--- config.mk ---
export PLATFORM = sky130hd
export DESIGN_NAME = adder_share_arb
export DESIGN_NICKNAME = d
export VERILOG_FILES = /design/src/rtl/adder_share_arb.sv
export SDC_FILE = /design/constraint.sdc
export NUM_CORES = 1
export LEC_CHECK = 0
export CAP_MARGIN = 20
export CORE_AREA = 2 2 121 123
export CTS_CLUSTER_SIZE = 14
export DETAILED_ROUTE_END_ITERATION = 10
export DIE_AREA = 0 0 123 125
export PLACE_DENSITY = 0.83
export SYNTH_ARGS = -nofsm -noshare
export SYNTH_HDL_FRONTEND = slang
export SYNTH_HIERARCHICAL = 1
export SYNTH_SLANG_ARGS = --single-unit
--- constraint.sdc ---
create_clock -name i_clk -period 15.8 [get_ports i_clk]
set_clock_uncertainty 0.1 [all_clocks]
set_input_delay 3.16 -clock i_clk [delete_from_list [all_inputs] [get_ports i_clk]]
set_output_delay 3.16 -clock i_clk [all_outputs]
set_load 0.005 [all_outputs]
--- src/rtl/adder_share_arb.sv ---
// Round-robin arbiter sharing one 32-bit carry-lookahead adder, with locked multi-word carry chains.
// Optional signed-overflow output o_rsp_ovf is enabled by defining ADDER_SHARE_ARB_OVF_EN.

module adder_cla_32b (
  input  logic [31:0] a,
  input  logic [31:0] b,
  input  logic        cin,
  output logic [31:0] sum,
  output logic        cout,
  output logic        g,
  output logic        p
);

  logic [31:0] bit_g;
  logic [31:0] bit_p;
  logic [31:0] carry;
  logic [7:0]  grp_g;
  logic [7:0]  grp_p;
  logic [8:0]  grp_c;
  logic        all_g;

  // Nibble lookahead: group generate/propagate per 4 bits, group carries chained across nibbles.
  always_comb begin
    bit_g = a & b;
    bit_p = a ^ b;
    grp_g = '0;
    grp_p = '0;
    grp_c = '0;
    carry = '0;
    all_g = 1'b0;
    for (int n = 0; n < 8; n++) begin
      grp_g[n] = bit_g[4*n+3]
               | (bit_p[4*n+3] & bit_g[4*n+2])
               | (bit_p[4*n+3] & bit_p[4*n+2] & bit_g[4*n+1])
               | (bit_p[4*n+3] & bit_p[4*n+2] & bit_p[4*n+1] & bit_g[4*n]);
      grp_p[n] = &bit_p[4*n +: 4];
    end
    grp_c[0] = cin;
    for (int n = 0; n < 8; n++) begin
      grp_c[n+1] = grp_g[n] | (grp_p[n] & grp_c[n]);
      all_g      = grp_g[n] | (grp_p[n] & all_g);
    end
    for (int n = 0; n < 8; n++) begin
      carry[4*n] = grp_c[n];
      for (int j = 1; j < 4; j++) begin
        carry[4*n+j] = bit_g[4*n+j-1] | (bit_p[4*n+j-1] & carry[4*n+j-1]);
      end
    end
    sum  = bit_p ^ carry;
    cout = grp_c[8];
    g    = all_g;
    p    = &grp_p;
  end

endmodule

module adder_share_arb #(
  parameter int NUM_REQ = 4,
  parameter int ID_W    = 2
) (
  input  logic                  i_clk,
  input  logic                  i_rst_n,
  input  logic [NUM_REQ-1:0]    i_req_valid,
  output logic [NUM_REQ-1:0]    o_req_ready,
  input  logic [NUM_REQ*32-1:0] i_req_a,
  input  logic [NUM_REQ*32-1:0] i_req_b,
  input  logic [NUM_REQ-1:0]    i_req_cin,
  input  logic [NUM_REQ-1:0]    i_req_chain,
  input  logic [NUM_REQ-1:0]    i_req_lock,
  output logic                  o_rsp_valid,
  input  logic                  i_rsp_ready,
  output logic [ID_W-1:0]       o_rsp_id,
  output logic [31:0]           o_rsp_sum,
  output logic                  o_rsp_cout,
  output logic                  o_rsp_g,
  output logic                  o_rsp_p
`ifdef ADDER_SHARE_ARB_OVF_EN
  ,
  output logic                  o_rsp_ovf
`endif
);

  typedef enum logic {
    ST_UNLOCKED = 1'b0,
    ST_LOCKED   = 1'b1
  } state_t;

  state_t          state_q, state_d;
  logic [ID_W-1:0] owner_q, owner_d;
  logic [ID_W-1:0] ptr_q, ptr_d;
  logic            carry_q, carry_d;

  logic [ID_W-1:0] grant_idx;
  logic [ID_W:0]   idx_ext;
  logic            grant_hit;
  logic            free;
  logic            accept;
  logic [31:0]     sel_a, sel_b;
  logic            sel_valid, sel_cin, sel_chain, sel_lock;
  logic            add_cin;
  logic [31:0]     add_sum;
  logic            add_cout, add_g, add_p;

  assign free = ~o_rsp_valid | i_rsp_ready;

  // Wrapping search from the pointer; a locked owner holds the grant even while idle.
  always_comb begin
    grant_idx = '0;
    grant_hit = 1'b0;
    idx_ext   = '0;
    if (state_q == ST_LOCKED) begin
      grant_idx = owner_q;
      grant_hit = 1'b1;
    end else begin
      for (int i = 0; i < NUM_REQ; i++) begin
        idx_ext = {1'b0, ptr_q} + (ID_W+1)'(i);
        if (idx_ext >= (ID_W+1)'(NUM_REQ)) begin
          idx_ext = idx_ext - (ID_W+1)'(NUM_REQ);
        end
        if (!grant_hit && i_req_valid[idx_ext[ID_W-1:0]]) begin
          grant_idx = idx_ext[ID_W-1:0];
          grant_hit = 1'b1;
        end
      end
    end
  end

  always_comb begin
    o_req_ready = '0;
    sel_a       = '0;
    sel_b       = '0;
    sel_valid   = 1'b0;
    sel_cin     = 1'b0;
    sel_chain   = 1'b0;
    sel_lock    = 1'b0;
    for (int k = 0; k < NUM_REQ; k++) begin
      if (grant_idx == ID_W'(k)) begin
        o_req_ready[k] = grant_hit & free & i_rst_n;
        sel_a          = i_req_a[32*k +: 32];
        sel_b          = i_req_b[32*k +: 32];
        sel_valid      = i_req_valid[k];
        sel_cin        = i_req_cin[k];
        sel_chain      = i_req_chain[k];
        sel_lock       = i_req_lock[k];
      end
    end
  end

  assign accept  = grant_hit & free & i_rst_n & sel_valid;
  assign add_cin = sel_chain ? carry_q : sel_cin;

  adder_cla_32b u_adder (
    .a    (sel_a),
    .b    (sel_b),
    .cin  (add_cin),
    .sum  (add_sum),
    .cout (add_cout),
    .g    (add_g),
    .p    (add_p)
  );

  always_comb begin
    state_d = state_q;
    owner_d = owner_q;
    ptr_d   = ptr_q;
    carry_d = carry_q;
    if (accept) begin
      carry_d = add_cout;
      if (sel_lock) begin
        state_d = ST_LOCKED;
        owner_d = grant_idx;
      end else begin
        state_d = ST_UNLOCKED;
        ptr_d   = (grant_idx == ID_W'(NUM_REQ-1)) ? '0 : grant_idx + ID_W'(1);
      end
    end
  end

  always_ff @(posedge i_clk or negedge i_rst_n) begin
    if (!i_rst_n) begin
      state_q <= ST_UNLOCKED;
      owner_q <= '0;
      ptr_q   <= '0;
      carry_q <= 1'b0;
    end else begin
      state_q <= state_d;
      owner_q <= owner_d;
      ptr_q   <= ptr_d;
      carry_q <= carry_d;
    end
  end

  // A new acceptance overwrites the slot, which is only possible when the old response drains.
  always_ff @(posedge i_clk or negedge i_rst_n) begin
    if (!i_rst_n) begin
      o_rsp_valid <= 1'b0;
      o_rsp_id    <= '0;
      o_rsp_sum   <= '0;
      o_rsp_cout  <= 1'b0;
      o_rsp_g     <= 1'b0;
      o_rsp_p     <= 1'b0;
`ifdef ADDER_SHARE_ARB_OVF_EN
      o_rsp_ovf   <= 1'b0;
`endif
    end else if (accept) begin
      o_rsp_valid <= 1'b1;
      o_rsp_id    <= grant_idx;
      o_rsp_sum   <= add_sum;
      o_rsp_cout  <= add_cout;
      o_rsp_g     <= add_g;
      o_rsp_p     <= add_p;
`ifdef ADDER_SHARE_ARB_OVF_EN
      o_rsp_ovf   <= (sel_a[31] == sel_b[31]) && (add_sum[31] != sel_a[31]);
`endif
    end else if (i_rsp_ready) begin
      o_rsp_valid <= 1'b0;
    end
  end

endmodule

==> reports/results.tsv, run 1 <==
metric	value	unit
post-synthesis sequential area ratio	0.2075	
area of the multi-input gates	3820	um2
final number of max-transition violations	0	
H-tree depth	2	
aggregate routed wire length	18890	um
clock share of power	0.061	
wire length of the first global-routing pass	28920	um
top flip-flop cell by instance count after synthesis	dfrtp_1	
Synth Warn #	6	
crit path kind	primary input to primary output	
global-route total usage across every layer	0.2364	
ANT cells	0	
number of placed instances with taps included	1120	
min Tclk post-route	10.34	ns
buffer cell driving the clock tree root	clkbuf_16	
power per standard cell area	233.8	nW/um2
TritonCTS clock tree	built	
grt total ovfl	0	
Reg area	1076	um2
flip-flop and latch count after synthesis	43	
hold buffer count at cts	0	
violation count after the first detailed-route iteration	296	
global route hottest layer	met2	
critical path data required time	12.54	ns
Sw Pwr	1.018	mW
routed vias/inst	5.278	
Final Hold Vio Count	0	
cell row count	44	
Unique masters post-synth	48	
vertical extent of the die	125	um
syn nets	1001	
arrival time worst endpoint	7.08	ns
static leakage power	3.546	nW
Flop pwr share	0.099	
Finish-stage setup viols	0	
Final Core Density	0.6075	
Setup crit end kind	primary output	
Final HPWL DP	14930	um
Sink Count	43	
FMAX	96.71	MHz
share of flip-flops with an asynchronous set or reset	1.000	
launching element type of the critical path	primary input	
met2 demand-to-capacity share in global routing	0.4339	
Tightest Hold Check Type	register to register	
GP Congestion	0.8525	
slew of the pin with the lowest slew margin	0.8922	ns
Cell Area, Synth	5186	um2
via count of the first global-routing pass	5897	
RSZ-0062 raised after global routing	no	
result of the run	finished clean	
count of mapped cells out of synthesis	666	
die extent in x	123	um
GRT met3 Usage	0.05018	
proportion of power drawn by combinational gates	0.840	
number of remaining DRC errors	0	
total number of vias	5959	
largest fanout of any net on the critical path	85	
post-route ant nets	0	
Worst-path clk slew	0.06	ns
buffers from clock root to sink, at most	2	
CTS resizes	0	
met1 usage	0.2720	
count of flip-flops with a built-in enable after synthesis	0	
effective utilization at floorplan	0.3651	
placeable core region	14200	um2
initial antenna violation count	0	
Filler Cells Inserted	1274	
Net count, final	1279	
filler-free cell count of the finished design	1129	
worst ir drop on vdd	0.1412	mV
proportion of total power due to net switching	0.5048	
top-level I/O count	317	
number of setup buffers added after CTS	0	
count of port buffers added during placement	316	
later-pin clock latency in the skew report	0.28	ns
routed len/inst	16.73	um
share of final-layout standard cells stronger than drive strength 1	0.06667	
clock buffer count from CTS	5	
Final TNS setup	0	ns
drt pass-1 iters	4	
synth-to-layout area growth	66.37	%
per-instance average area after synthesis	7.787	um2
max-capacitance violation count	0	
Max transition margin	0.4052	
portion of the clock cycle consumed by the worst path in the final layout	0.6544	
pin count of the biggest net entering global routing	86	
die area	15380	um2
internal power	0.9990	mW
## worst max-delay path: stages
cell	delay, ns
clkdlybuf4s50_1	0.55
nand2b_1	0.21
a21oi_1	0.15
o21ai_0	0.09
a221oi_1	0.76
ha_4	0.60
buf_4	0.71
and2_1	0.24
clkdlybuf4s50_1	0.49
## placed cells by master, fill, tap and decap left out, types with 3 or more instances in the layout
cell type        instances
ha_1                    33
dfrtp_1                 43
a221oi_1                 3
o21a_1                   5
o21ai_0                 77
clkdlybuf4s50_1        315
xor2_1                   5
and2_1                   4
a21oi_1                 81
fa_1                    24
mux2i_1                  4
a211o_1                  3
nand2b_1                 4
xnor2_1                  3
nor2_1                  74
inv_1                   28
nand4_1                  6
a21o_1                   4
nand2_1                 77
buf_4                    5
clkbuf_16                5
mux2_2                  38
a22oi_1                 66
## power by group through the flow
stage	Combinational, mW	Sequential (mW)	Clock, mW
after floorplan	1.19	0.202	0
after global placement	1.64	0.199	0
after detailed placement	1.70	0.202	0
after CTS	1.70	0.200	0.127
after global routing	1.91	0.206	0.132
final	1.69	0.200	0.123
## sequential cells by signal (all words and copies together), names as in the netlist
register     flops
state_q          1
o_rsp_g          1
o_rsp_cout       1
o_rsp_id         2
o_rsp_valid      1
o_rsp_sum       32
ptr_q            2
o_rsp_p          1
owner_q          2
## cell type report
cell class / count / area share
inverter: 28 / 0.01218
clock buffer: 6 / 0.01610
tap: 184 / 0.02668
multi-input combinational: 544 / 0.4427
clock inverter: 2 / 0.004060
timing repair buffer: 322 / 0.3735
sequential: 43 / 0.1247
## logic make-up (layout without fill, tap and decap cells)
group           Yosys count  after routing  share of synthesized area
compound gates          252            252                     0.2934
simple gates            181            181                     0.1522
buf+inv                  79            358                    0.06152
fa+ha+maj                60             60                     0.1795
mux                      43             43                    0.09240
flops                    43             43                     0.2075
xor+xnor                  8              8                    0.01351
## stage by stage
step / hold WS, ns / worst slack [ns] / total power, mW / cell area [um2]
3_3_place_gp: 0.3760 / 5.564 / 1.839 / 8427
3_5_place_dp: 0.3827 / 5.520 / 1.901 / 8427
6_report: 0.3951 / 5.460 / 2.017 / 8628
2_1_floorplan: 0.3642 / 7.225 / 1.395 / 5186
5_1_grt: 0.4115 / 5.169 / 2.251 / 8628
4_1_cts: 0.3977 / 5.510 / 2.032 / 8601
## synthesized netlist by cell type (3+ instances only)
cell      number  share of area
o21ai_0       77          0.074
a21o_1         4         0.0058
o21a_1         5         0.0072
mux2_2        38          0.083
a211o_1        3         0.0051
a221oi_1       3         0.0051
buf_1          5         0.0036
fa_1          24          0.093
mux2i_1        4         0.0077
nand2_1       77          0.056
a22oi_1       66          0.096
dfrtp_1       43           0.21
nand2b_1       4         0.0048
a21oi_1       81          0.078
buf_2         12          0.012
xnor2_1        3         0.0051
xor2_1         5         0.0084
clkbuf_1      33          0.024
and2_1         4         0.0048
nand4_1        6         0.0072
nor2_1        74          0.054
ha_1          36          0.087
inv_1         28          0.020
## final timing paths
path | to | startpoint | slack [ns] | cells past startpoint
setup / recovery | o_req_ready[2] | i_req_valid[0] | 5.46 | 9
hold / removal | owner_q[1] | owner_q[1] | 0.40 | 1
setup reg to reg | o_rsp_sum[31] | ptr_q[1] | 8.86 | 19
hold reg to reg | owner_q[1] | owner_q[1] | 0.40 | 1
max in group asynchronous | o_rsp_sum[14] | i_rst_n | 12.31 | 2
min in group asynchronous | o_rsp_sum[0] | i_rst_n | 2.87 | 2
## metal layers
metal | vias to the layer above | share of wire
li1 | 2945 | -
met1 | 2754 | 0.38
met2 | 234 | 0.51
met3 | 26 | 0.080
met4 | 0 | 0.023
met5 | - | 0
Note: power is estimated with default switching activity, not from simulation.
==> run 2: changes to the inputs <==
- CORE_AREA: 2 2 121 123 -> 2 2 125 127
- DIE_AREA: 0 0 123 125 -> 0 0 127 129
- PLACE_DENSITY: 0.83 -> 0.82
- clock period: 15.8 -> 8.5 ns (I/O delays scaled with it)
==> reports/results.tsv, run 2 (synthesis results as in run 1) <==
metric	value	unit	change
critical path data required time	8.57	ns	-3.97 ns
number of remaining DRC errors	0		unchanged
slew of the pin with the lowest slew margin	0.8405	ns	-0.05171 ns
power per standard cell area	440.3	nW/um2	+88%
most frequent standard cell in the layout excluding fill and tap cells	clkdlybuf4s50_1		
number of placed instances with taps included	1130		+0.89%
largest fanout of any net on the critical path	32		-62%
placeable core region	14980	um2	+5.4%
H-tree depth	2		unchanged
count of port buffers added during placement	316		unchanged
CP max-delay cell	clkdlybuf4s50_1		
result of the run	finished clean		
Tightest Hold Check Type	register to register		
Max transition margin	0.4397		+0.03447
top library cells by usage in the layout, fill and taps aside	clkdlybuf4s50_1, a21oi_1, nand2_1, o21ai_0, nor2_1		
aggregate routed wire length	19790	um	+4.8%
power after layout	3.822	mW	+89%
worst ir drop on vdd	0.2239	mV	+59%
top-level I/O count	317		unchanged
cell-by-cell trace of the critical path	clkdlybuf4s50_1, nand2_1, a21o_1, a32oi_1, inv_1, ha_2, nor2b_4, buf_4, a22oi_1, nor2_1, a21oi_1, o21ai_0, ha_1, a211o_1, a21oi_1, nand3_1, nor3_1, o21bai_1, fa_1, fa_1, fa_1, xor2_1, mux2_2		
Top reg by flops	o_rsp_sum		
static leakage power	3.570	nW	+0.69%
Filler Cells Inserted	1340		+5.2%
TritonCTS clock tree	built		
later-pin clock latency in the skew report	0.28	ns	about the same
worst hold-check slack	0.3933	ns	-0.001766 ns
FMAX	125.1	MHz	
share of final-layout standard cells stronger than drive strength 1	0.07053		+0.003860
crit path kind	primary input to register		
total number of vias	6035		+1.3%
buffers from clock root to sink, at most	2		unchanged
hold buffer count at cts	0		unchanged
Reg area	1076	um2	unchanged
global-route total usage across every layer	0.2325		-0.003891
area of the multi-input gates	3820	um2	unchanged
via count of the first global-routing pass	5914		+0.29%
launching element type of the critical path	primary input		
Final Hold Vio Count	0		unchanged
Setup crit end kind	register		
grt total ovfl	0		unchanged
violation count after the first detailed-route iteration	374		+26%
most frequent cell on the critical path	fa_1		
RSZ-0062 raised after global routing	no		
max-capacitance violation count	0		unchanged
routed vias/inst	5.303		+0.47%
arrival time worst endpoint	8.06	ns	+0.98 ns
min Tclk post-route	7.991	ns	
drt pass-1 iters	5		+1
Finish-stage setup viols	0		unchanged
buffer cell driving the clock tree root	clkbuf_16		
Net count, final	1285		+0.47%
Final TNS setup	0	ns	unchanged
effective utilization at floorplan	0.3463		-0.01885
clock buffer count from CTS	5		unchanged
initial antenna violation count	0		unchanged
Worst-path clk slew	0.06	ns	about the same
wire length of the first global-routing pass	30280	um	+4.7%
post-route ant nets	0		unchanged
delay contributed by the slowest stage of the critical path	0.64	ns	-0.12 ns
final number of max-transition violations	0		unchanged
filler-free cell count of the finished design	1138		+0.80%
routed len/inst	17.39	um	+4.0%
vertical extent of the die	129	um	+3.2%
number of setup buffers added after CTS	0		unchanged
CTS resizes	0		unchanged
Sink Count	43		unchanged
max FFs per register	32		unchanged
Final Core Density	0.5796		-0.02785
pin count of the biggest net entering global routing	75		-13%
cell row count	45		+2.3%
die extent in x	127	um	+3.3%
Final HPWL DP	16080	um	+7.7%
ANT cells	0		unchanged
GP Congestion	0.8395		-1.5%
portion of the clock cycle consumed by the worst path in the final layout	0.9402		
synth-to-layout area growth	67.38	%	
die area	16380	um2	+6.6%
-- run 2: report_power, final --
| part | internal (mW) | switching (mW) | total, mW |
|---|---|---|---|
| Clock | 0.137 | 0.0782 | 0.215 |
| Sequential | 0.317 | 0.0567 | 0.373 |
| Combinational | 1.44 | 1.80 | 3.23 |
| Total | 1.89 | 1.93 | 3.82 |
-- run 2: critical path: cells and delay by family --
family                     cells  cell delay, ns
AOI/OAI and AO/OA              8            2.04
xor gates and xnor gates       1            0.16
adders and majority gates      5            1.83
buffers and inverters          3            1.17
muxes                          1            0.25
and+or+nand+nor                5            0.88
-- run 2: through the flow --
stage | cell area [um2] | worst slack, ns
finish | 8681 | 0.5087
global route | 8681 | 0.03238
detailed placement | 8502 | 0.2689
global placement | 8502 | 0.5097
floorplan | 5186 | 1.385
CTS | 8661 | 0.5665
-- run 2: routing by layer --
metal,share of wire,global-route usage,vias to the layer above,routed length [um]
met5,0,0,-,0
met4,0.018,0.06141,0,361
met3,0.072,0.04699,21,1432
met2,0.51,0.4266,259,10170
met1,0.40,0.2778,2795,7834
li1,-,-,2960,-
-- run 2: layout make-up --
cell class	instances	area share
clock buffers	6	0.01485
clock inverters	1	0.003459
inverters	28	0.01211
multi-input cells	544	0.4400
flip-flops and latches	43	0.1240
well taps	188	0.02710
repair buffers	328	0.3785
-- run 2: path summary, 6_finish.rpt --
kind | start | end | slack (ns) | depth (start not counted)
setup / recovery | i_req_valid[0] | o_rsp_sum[31] | 0.51 | 23
hold / removal | owner_q[1] | owner_q[1] | 0.39 | 1
setup reg to reg | ptr_q[1] | o_rsp_sum[31] | 2.10 | 23
hold reg to reg | owner_q[1] | owner_q[1] | 0.39 | 1
max in group asynchronous | i_rst_n | o_rsp_sum[27] | 6.44 | 2
min in group asynchronous | i_rst_n | o_rsp_sum[0] | 1.43 | 2
